### src/rtl/contador_bcd_display.sv
// Start/stop two-digit BCD up/down counter with configurable modulo, advanced by
// rising edges of a slow divided signal and driving two active-low 7-segment digits.
module contador_bcd_display #(
    parameter int MODULO = 60
) (
    input  logic       CLOCK_50,
    input  logic       reset,
    input  logic       tick_in,
    input  logic       start_stop,
    input  logic       clear,
    input  logic       up_down,
    output logic [6:0] HEX0,
    output logic [6:0] HEX1,
    output logic       running,
    output logic       wrap
);

    generate
        if (MODULO < 2 || MODULO > 100) begin : g_bad_modulo
            $error("contador_bcd_display: MODULO must lie in 2..100");
        end
    endgenerate

    localparam logic [3:0] MAX_U = 4'((MODULO - 1) % 10);
    localparam logic [3:0] MAX_D = 4'((MODULO - 1) / 10);

    typedef enum logic {
        PARADO   = 1'b0,
        CONTANDO = 1'b1
    } state_t;

    // Index 0 = tick_in, index 1 = start_stop; both are sampled as asynchronous levels.
    logic [1:0] async_in;
    logic [1:0] s1_reg, s2_reg, s3_reg;
    logic [1:0] edge_pulse;

    assign async_in = {start_stop, tick_in};

    genvar gi;
    generate
        for (gi = 0; gi < 2; gi++) begin : g_sync
            always_ff @(posedge CLOCK_50) begin
                if (reset) begin
                    s1_reg[gi] <= 1'b0;
                    s2_reg[gi] <= 1'b0;
                    s3_reg[gi] <= 1'b0;
                end else begin
                    s1_reg[gi] <= async_in[gi];
                    s2_reg[gi] <= s1_reg[gi];
                    s3_reg[gi] <= s2_reg[gi];
                end
            end
            assign edge_pulse[gi] = s2_reg[gi] & ~s3_reg[gi];
        end
    endgenerate

    logic tick_pulse, ss_pulse;
    assign tick_pulse = edge_pulse[0];
    assign ss_pulse   = edge_pulse[1];

    state_t state_reg, state_next;
    logic   running_reg;

    always_ff @(posedge CLOCK_50) begin
        if (reset) begin
            state_reg   <= PARADO;
            running_reg <= 1'b0;
        end else begin
            state_reg   <= state_next;
            running_reg <= (state_next == CONTANDO);
        end
    end

    always_comb begin
        state_next = state_reg;
        if (ss_pulse) begin
            state_next = (state_reg == PARADO) ? CONTANDO : PARADO;
        end
    end

    logic [3:0] unidade_reg, dezena_reg;
    logic       wrap_reg;

    // The tick is judged against the pre-toggle state, so a coincident stop still counts.
    always_ff @(posedge CLOCK_50) begin
        if (reset) begin
            unidade_reg <= 4'd0;
            dezena_reg  <= 4'd0;
            wrap_reg    <= 1'b0;
        end else begin
            wrap_reg <= 1'b0;
            if (clear) begin
                unidade_reg <= 4'd0;
                dezena_reg  <= 4'd0;
            end else if (tick_pulse && state_reg == CONTANDO) begin
                if (up_down) begin
                    if (unidade_reg == MAX_U && dezena_reg == MAX_D) begin
                        unidade_reg <= 4'd0;
                        dezena_reg  <= 4'd0;
                        wrap_reg    <= 1'b1;
                    end else if (unidade_reg == 4'd9) begin
                        unidade_reg <= 4'd0;
                        dezena_reg  <= dezena_reg + 4'd1;
                    end else begin
                        unidade_reg <= unidade_reg + 4'd1;
                    end
                end else begin
                    if (unidade_reg == 4'd0 && dezena_reg == 4'd0) begin
                        unidade_reg <= MAX_U;
                        dezena_reg  <= MAX_D;
                        wrap_reg    <= 1'b1;
                    end else if (unidade_reg == 4'd0) begin
                        unidade_reg <= 4'd9;
                        dezena_reg  <= dezena_reg - 4'd1;
                    end else begin
                        unidade_reg <= unidade_reg - 4'd1;
                    end
                end
            end
        end
    end

    function automatic logic [6:0] seg7(input logic [3:0] d);
        case (d)
            4'd0:    seg7 = 7'b1000000;
            4'd1:    seg7 = 7'b1111001;
            4'd2:    seg7 = 7'b0100100;
            4'd3:    seg7 = 7'b0110000;
            4'd4:    seg7 = 7'b0011001;
            4'd5:    seg7 = 7'b0010010;
            4'd6:    seg7 = 7'b0000010;
            4'd7:    seg7 = 7'b1111000;
            4'd8:    seg7 = 7'b0000000;
            4'd9:    seg7 = 7'b0010000;
            default: seg7 = 7'b1111111;
        endcase
    endfunction

    logic [3:0] digit [2];
    logic [6:0] hex   [2];

    assign digit[0] = unidade_reg;
    assign digit[1] = dezena_reg;

    generate
        for (gi = 0; gi < 2; gi++) begin : g_decode
            assign hex[gi] = seg7(digit[gi]);
        end
    endgenerate

    assign HEX0    = hex[0];
    assign HEX1    = hex[1];
    assign running = running_reg;
    assign wrap    = wrap_reg;

endmodule

### config.mk
export PLATFORM = sky130hd
export DESIGN_NAME = contador_bcd_display
export DESIGN_NICKNAME = d
export VERILOG_FILES = /design/src/rtl/contador_bcd_display.sv
export SDC_FILE = /design/constraint.sdc
export NUM_CORES = 1
export LEC_CHECK = 0
export ABC_AREA = 1
export CORE_MARGIN = 2
export CORE_UTILIZATION = 51
export CTS_BUF_LIST = sky130_fd_sc_hd__clkbuf_4 sky130_fd_sc_hd__clkbuf_8
export DETAILED_ROUTE_END_ITERATION = 8
export GPL_TIMING_DRIVEN = 0
export PLACE_DENSITY_LB_ADDON = 0.08
export SYNTH_ARGS = -nofsm -noshare
export SYNTH_HDL_FRONTEND = slang
export SYNTH_SLANG_ARGS = --single-unit
### constraint.sdc
create_clock -name CLOCK_50 -period 1.92 [get_ports CLOCK_50]
set_input_delay 0.384 -clock CLOCK_50 [delete_from_list [all_inputs] [get_ports CLOCK_50]]
set_output_delay 0.384 -clock CLOCK_50 [all_outputs]
set_load 0.1 [all_outputs]
## Yosys cells after proc, flatten, opt, wreduce, memory -nomap -nowiden

Memory sizes are Yosys's and may differ from the RTL's. A register that Yosys moved wholly into a read port is not among the register bits.
Cells that the tools add are included.

| operators by class | value |
|---|---|
| $add $sub $neg | 4 |
| equality and inequality tests | 3 |
| mux-type cells | 18 |
| bitwise logic cells | 5 |
| reductions and logical operators | 9 |

Operators with widths:

| kind | number |
|---|---|
| $mux W4 | 14 |
| $add A4 B1 Y4 const B | 2 |
| $logic_not A4 Y1 | 2 |
| $sub A4 B1 Y4 const B | 2 |
| $eq A4 B3 Y1 const B | 1 |
| $eq A4 B4 Y1 const B | 1 |
| $mux W1 | 4 |
| $logic_and A1 B1 Y1 | 3 |
| $ne A3 B1 Y1 const B | 1 |
| $not A1 Y1 | 3 |
| $reduce_and A3 Y1 | 1 |
| $reduce_bool A3 Y1 | 1 |
| $reduce_or A3 Y1 | 1 |
| $and A1 B1 Y1 | 2 |
| $reduce_or A2 Y1 | 1 |

| storage, ports and cells | value |
|---|---|
| flip-flop bits (word level) | 16 |
| memory bits (read-only) | 224 |
| bits of input ports | 6 |
| logic and storage cells | 51 |
| memories | 2 |

Memories:

| name | words | bits a word | read ports | clocked after memory_dff | wr ports | RTL line | source |
|---|---|---|---|---|---|---|---|
| (no name shown) | 16 | 7 | 1 | 1 | 0 | 124 | `case (d)` |
| (no name shown) | 16 | 7 | 1 | 1 | 0 | 124 |  |

## Depth between registers and ports, before layout

Gate-level depths: netlist of the first run.

| depth | value |
|---|---|
| depth in word-level cells | 6 |
| depth in mapped cells | 14 |
| depth with buffers taken out | 14 |

## Worst setup path before layout of the first run

OpenSTA, ideal clock, no wires.

| path | value |
|---|---|
| kind | register to register |
| from | register, netlist name running |
| to | register, netlist name HEX0[3] |
| setup time | 0.114 ns |
| arrival | 2.448 ns |
| required time | 1.806 ns |
| path slack | -0.643 ns |
| stages on the path, launching flop included | 12 |
| period minus slack after synthesis | 2.563 ns |
| cells stage by stage | dfxtp_1 -> nand2_1 -> nor2_4 -> inv_1 -> nor2_1 -> nand3_1 -> o21ai_2 -> inv_1 -> ha_1 -> or2_1 -> nand3_1 -> nand2_1 |

## Worst setup path after layout of the first run

| path | value |
|---|---|
| from | register, netlist name HEX1[3] |
| to | output port HEX1[3] |

RTL lines:

| element | RTL line | source |
|---|---|---|
| to (decl) | 13 | `output logic [6:0] HEX1,` |

No word-level cell between the ends.

==> results of run 1 <==
[cells by family (layout without fill, tap and decap cells)]
group / Yosys count / count (layout)
AO/OA/AOI/OAI: 17 / 17
XOR/XNOR: 5 / 5
adder cells (fa/ha/maj): 16 / 16
buffers and inverters: 39 / 81
flip-flops: 30 / 30
AND/OR/NAND/NOR: 114 / 114
[cell usage after synthesis (all sizes together), types with 2 or more instances]
cell    count  area [sq um]
nand2      60           278
dfxtp      30           601
ha         16           200
a21oi       8          51.3
nand3b      4          30.0
inv        37           139
or2         2          12.5
o21ai       7          38.8
nand3      26           160
buf         2          16.3
nand4       3          18.8
nor2       19          81.3
xor2        4          35.0
[cell type report]
cell class,instances,area [sq um],share of cell area [%]
Tap cell,44,55.1,2.41
Timing Repair Buffer,34,289,12.7
Inverter,37,154,6.75
Clock buffer,6,51.3,2.25
Sequential cell,30,618,27.1
Buffer,2,16.3,0.714
Clock inverter,2,12.5,0.549
Multi-Input combinational cell,152,1080,47.5
[layer usage]
layer | share of wire [%] | vias to the layer above | routed length [um]
met5 | 0 | - | 0
met4 | 1.7 | 0 | 61
met3 | 3.8 | 8 | 136
met2 | 52 | 20 | 1850
met1 | 43 | 675 | 1530
li1 | - | 772 | -
[power groups by stage]
stage | Sequential, mW | Combinational (mW) | Clock [mW]
2_1_floorplan | 0.669 | 0.0389 | 0
3_3_place_gp | 0.648 | 0.0793 | 0
3_5_place_dp | 0.649 | 0.0804 | 0
4_1_cts | 0.633 | 0.0823 | 0.419
6_report | 0.630 | 0.0901 | 0.410
5_1_grt | 0.632 | 0.0969 | 0.442
[cells in the final DEF, fill, tap and decap left out, types with 2 or more instances in the layout]
cell type and n:
nand2_1 40, dfxtp_1 24, inv_1 21, nand3_1 19, nor2_1 16, buf_4 14, nand2_2 12, inv_2 11
clkdlybuf4s15_1 11, ha_1 9, nand2_4 8, a21oi_1 6, ha_4 5, clkbuf_4 5, inv_4 4, nand3_2 4
nand3b_1 4, xor2_1 4, dfxtp_4 4, nand3_4 3, nand4_1 3, o21ai_1 3, o21ai_0 3, clkdlybuf4s50_1 3
clkbuf_2 3, buf_6 2, nor2_4 2, a21oi_4 2, ha_2 2, dfxtp_2 2, dlygate4sd2_1 2
[worst register-to-register path: stages (launching register included)]
cell and delay [ns]:
dfxtp_4 0.40, inv_4 0.06, ha_4 0.17, nand2_4 0.09, nand2_2 0.07, nand3_4 0.13, inv_4 0.07, nand2_2 0.08
nand3_4 0.12, buf_4 0.17, ha_4 0.14, nand3b_1 0.16, nand3_1 0.08, nand2_1 0.05
[per-stage QoR]
stage	cells	hold slack, ns	cell area (sq um)	setup slack, ns
2_1_floorplan	221	0.388	1710	0.00212
3_3_place_gp	284	0.393	1960	-0.366
3_5_place_dp	284	0.396	1960	-0.411
4_1_cts	295	0.309	2090	-0.00126
5_1_grt	307	0.309	2280	-0.0545
6_report	307	0.316	2280	0.0356
[how the worst max path moves through the flow]
| stage | startpoint | to | slack (ns) | depth (start not counted) |
|---|---|---|---|---|
| 2_1_floorplan | running | HEX1[3] | 0.002 | 11 |
| 3_3_place_gp | clear | HEX0[3] | -0.37 | 10 |
| 3_5_place_dp | clear | HEX0[3] | -0.41 | 10 |
| 4_1_cts | clear | HEX0[3] | -0.001 | 11 |
| 5_1_grt | unidade_reg[1] | HEX1[0] | -0.05 | 12 |
| 6_report | HEX1[3] | HEX1[3] | 0.04 | 1 |
[repair_timing]
action                                  CTS  global route
gates resized for setup                  38            44
hold buffers                              0             0
hold endpoints to repair                  0             0
buffers inserted                          3            12
endpoints found under the setup margin   27            21
pin swaps                                 2            16
==> impl_metrics.ini, run 1 <==
[synthesis]
synth_area_sq_um = 1690
synth_top_family_by_area = simple AND/OR/NAND/NOR gates
synthCells = 221
avgSynthCellArea_sq_um = 7.63
synth_nets = 243
synth.ff_latch_count = 30
synth.area.mux_share_pct = 0
yosys_warnings = 0
yosysSeqAreaShare_pct = 35.6
synth-compound-area-share_pct = 6.24
synth_fa_ha_area_share_pct = 11.9
ys_types = 28
ys.flop_type = dfxtp_1
async_reset_ff_share_pct = 0
synthSimpleGateAreaFrac_pct = 34.4
synth_edf_count = 0
synth_xor_area_share_pct = 2.60

[worst_setup_path]
rr_worst_depth = 13
reg2reg_to = HEX1[0]
cpMaxStageDelayCell = dlygate4sd2_1
r2r_slack_ns = 0.04
r2r-start = unidade_reg[0]
cp_slowest_stage_delay_ns = 0.85
crit_type = reg2out
path_cells = dlygate4sd2_1
path_max_fanout = 1
crit_family = buffers and inverters
worstPathArrival_ns = 1.50
cp_num_buf_inv = 1
worstSetupEndpointType = output port
required_ns = 1.54
startpoint_type = flop

[global_routing]
grt_pass1_wl_mm = 5.36
antenna_found_initial = 0
use_met1_pct = 21.6
grtUsageMet3_pct = 6.93
grt_pass1_vias = 1300
grtUsageTotal_pct = 19.4
overflow = 0
grt_busiest_layer = met2
met2_usage_pct = 34.0
grt_start_max_net_pins = 11

[routing]
drc_errors = 0
drt_first_iter_violations = 54
avgRoutedWirePerCell_um = 11.6
ant_nets = 0
drt_wl_total_mm = 3.57
vias_per_cell = 4.80
dr.pass1.iters = 4
num_vias = 1475

[power_and_ir_drop]
pwr-share-comb_pct = 8.0
p_clk_share_pct = 36.2
p_per_area_nw_per_um2 = 496
switching_share_pct = 26.5
leakagePower_nw = 1.11
internal_power_uw = 831
switching_power_uw = 299
ir_worst_vdd_uv = 401
power_mw = 1.13
seq_power_share_pct = 55.8

[timing]
slew_viol_final = 0
fin_tns_setup_ns = 0
relSlewSlack_pct = 36.1
fin_skew_ns = 0.00509
tightest_slew_ns = 0.962
rsz0062_at_grt = true
fmax_mhz = 531
hold_violations = 0
fin_crit_sh_pct = 98.1
setup-violations-final = 0
fin_crit_ns = 1.88

[die]
dieArea_sq_um = 3780
die_y_um = 61.5
ios = 22
die_x_um = 61.5
std_cell_rows = 20
initial_core_util_pct = 54.3
core_area_sq_um = 3100

[cts]
clock-root-buffer = clkbuf_4
clock-sinks = 30
ctsLongestPathBuffers = 2
clkLatencyLatePin_ns = 0.34
clk_pin_slew_ns = 0.10
tritoncts = built
cts_max_level = 2
cts_made_buffers = 5

[placed_design]
place.gp.congestion = 0.812
portBuffers = 19
dp.final_hpwl_mm = 2.41

[cells_and_area]
drive_gt1_share_pct = 34.6
nFillCells = 271
final_util_pct = 73.5
synthToLayoutAreaGrowth_pct = 35.3
diodes = 0
nets = 284

[worst_hold_path]
hp-start = reset
worstHoldEndpoint = running
worstHoldPathCells = 2
hold_class = in2reg

[job]
cap_violations = 0

[outcome]
outcome = finished clean
No activity file was read; power rests on OpenSTA's default activity.
==> run 2, diff against run 1 <==
--- a/config.mk
+++ b/config.mk
@@ -11,6 +11,7 @@
 export CTS_BUF_LIST = sky130_fd_sc_hd__clkbuf_4 sky130_fd_sc_hd__clkbuf_8
 export DETAILED_ROUTE_END_ITERATION = 8
 export GPL_TIMING_DRIVEN = 0
+export HOLD_SLACK_MARGIN = 0.06
 export PLACE_DENSITY_LB_ADDON = 0.08
 export SYNTH_ARGS = -nofsm -noshare
 export SYNTH_HDL_FRONTEND = slang
==> results of run 2 <==
Final layout, timing and power as in run 1 (identical DEF).
==> run 3, diff against run 2 <==
--- a/config.mk
+++ b/config.mk
@@ -7,8 +7,8 @@
 export LEC_CHECK = 0
 export ABC_AREA = 1
 export CORE_MARGIN = 2
-export CORE_UTILIZATION = 51
-export CTS_BUF_LIST = sky130_fd_sc_hd__clkbuf_4 sky130_fd_sc_hd__clkbuf_8
+export CORE_UTILIZATION = 49
+export CTS_BUF_LIST = sky130_fd_sc_hd__clkbuf_16
 export DETAILED_ROUTE_END_ITERATION = 8
 export GPL_TIMING_DRIVEN = 0
 export HOLD_SLACK_MARGIN = 0.06
==> run 3 against run 2 <==
Wire length shrank 1.8%; largest cell class unchanged; fmax shrank 0.22%; clock skew shrank 0.0013 ns; highest routed layer unchanged; power grew 28%; cell area grew 2.0%; first-iteration DRC count grew 17%; sequential share of layout area shrank 0.58 points; final cell count grew 0.33%; clock-buffer cell count shrank 1; combinational power is essentially flat.
==> impl_metrics.ini, run 3 (synthesis gave the netlist of run 1 again) <==
[cells_and_area]
drive_gt1_share_pct = 30.2
nFillCells = 284
stdcell_count = 308
layout_commonest_cell = nand2_1
synthToLayoutAreaGrowth_pct = 37.9
design_area_sq_um = 2320
final_cell_mix = 41 x nand2_1, 25 x dfxtp_1, 24 x inv_1, 19 x nand3_1, 16 x dlygate4sd2_1
diodes = 0
final_util_pct = 70.2
nets = 283

[routing]
drt_wl_total_mm = 3.51
avgRoutedWirePerCell_um = 11.4
dr.pass1.iters = 6
num_vias = 1477
wl_met3_um = 120
drt_first_iter_violations = 63
drc_errors = 0
vias_per_cell = 4.80
dr.max_layer_used = met4
wl_met1_mm = 1.60
dr_wl_met2_mm = 1.71
ant_nets = 0

[placed_design]
dp_cells = 286
place_ws_ns = -0.322
place_area_sq_um = 1960
portBuffers = 19
place.gp.congestion = 0.843
dp.final_hpwl_mm = 2.22

[die]
die_x_um = 62.6
core_area_sq_um = 3310
ios = 22
dieArea_sq_um = 3920
std_cell_rows = 21
die_y_um = 62.6
initial_core_util_pct = 50.9

[global_routing]
overflow = 0
grt_start_max_net_pins = 10
grt_pass1_vias = 1275
antenna_found_initial = 0
grtUsageTotal_pct = 18.5
grt_pass1_wl_mm = 5.66

[power_and_ir_drop]
p_per_area_nw_per_um2 = 621
p_clk_share_pct = 50.0
switching_share_pct = 22.2
ir_worst_vdd_uv = 606
seq_power_share_pct = 43.8
pwr-share-comb_pct = 6.2
internal_power_mw = 1.12
power_mw = 1.44
switching_power_uw = 320
leakagePower_nw = 1.20

[worst_setup_path]
crit_family = simple AND/OR/NAND/NOR gates
r2r-start = unidade_reg[1]
cp_slowest_stage_delay_ns = 0.36
path_cells = inv_4 > ha_4 > nand3_4 > nand2_4 > nand3_4 > inv_4 > nand2_2 > nand2_4 > inv_1 > ha_1 > nand3b_1 > nand3_1 > nand2_1
crit_type = reg2reg
required_ns = 2.08
worstPathArrival_ns = 2.05
cp-startpoint = unidade_reg[1]
path_max_fanout = 5
worstSetupEndpointType = flop
cpMaxStageDelayCell = dfxtp_4
startpoint_type = flop
cp_num_buf_inv = 3

[worst_hold_path]
hold_class = reg2reg
hp-start = s1_reg[0]

[timing]
fin_ws_ns = 0.0315
setup-violations-final = 0
rsz0062_at_grt = true
hold_violations = 0
whs_ns = 0.402
relSlewSlack_pct = 36.3
fin_skew_ns = 0.00378
fin_crit_sh_pct = 98.4
tightest_slew_ns = 0.960
fmax_mhz = 530
fin_tns_setup_ns = 0
slew_viol_final = 0
fin_crit_ns = 1.89

[cts]
clock-root-buffer = clkbuf_16
clock-sinks = 30
clk_pin_slew_ns = 0.05
cts_made_buffers = 5
cts_max_level = 2
tritoncts = built
ctsLongestPathBuffers = 2
clkLatencyLatePin_ns = 0.27

[outcome]
outcome = finished clean

[job]
cap_violations = 0
==> run 3: cell type report <==
| type | count | area [sq um] | share of cell area (%) |
|---|---|---|---|
| Inverter | 37 | 151 | 6.51 |
| Multi-Input combinational cell | 152 | 1060 | 45.7 |
| Sequential cell | 30 | 617 | 26.5 |
| Timing Repair Buffer | 33 | 282 | 12.1 |
| Buffer | 2 | 16.3 | 0.700 |
| Clock inverter | 3 | 12.5 | 0.538 |
| Tap cell | 46 | 57.6 | 2.48 |
| Clock buffer | 5 | 125 | 5.38 |
==> run 3: power by group through the flow <==
stage          Clock [mW]  Combinational (mW)  Sequential [mW]
2_1_floorplan           0              0.0389            0.669
3_3_place_gp            0              0.0793            0.648
3_5_place_dp            0              0.0796            0.649
4_1_cts             0.743              0.0812            0.635
5_1_grt             0.774              0.0983            0.632
6_report            0.722              0.0900            0.632
==> run 3: tightest hold or removal path: cells and delay by family (launching register included) <==
kind                   cells  cell delay [ns]
buffers and inverters      1             0.04
flip-flops                 1             0.29
AND/OR/NAND/NOR            1             0.03
==> run 3: final timing paths <==
kind	end	slack, ns	cells past startpoint
max	HEX1[3]	0.03	13
min	s2_reg[0]	0.40	2
max reg2reg	HEX1[3]	0.03	13
min reg2reg	s2_reg[0]	0.40	2
==> run 3: per-layer routing <==
layer	global-route usage, %	up-vias
li1	-	772
met1	24.0	663
met2	28.0	35
met3	4.50	7
met4	10.3	0
met5	0	-
==> run 3: repair_timing <==
action | CTS | global route
setup buffers | 5 | 9
resized for setup | 32 | 26
hold buffers | 0 | 0
endpoints found under the setup margin | 27 | 9
pin swaps | 3 | 11
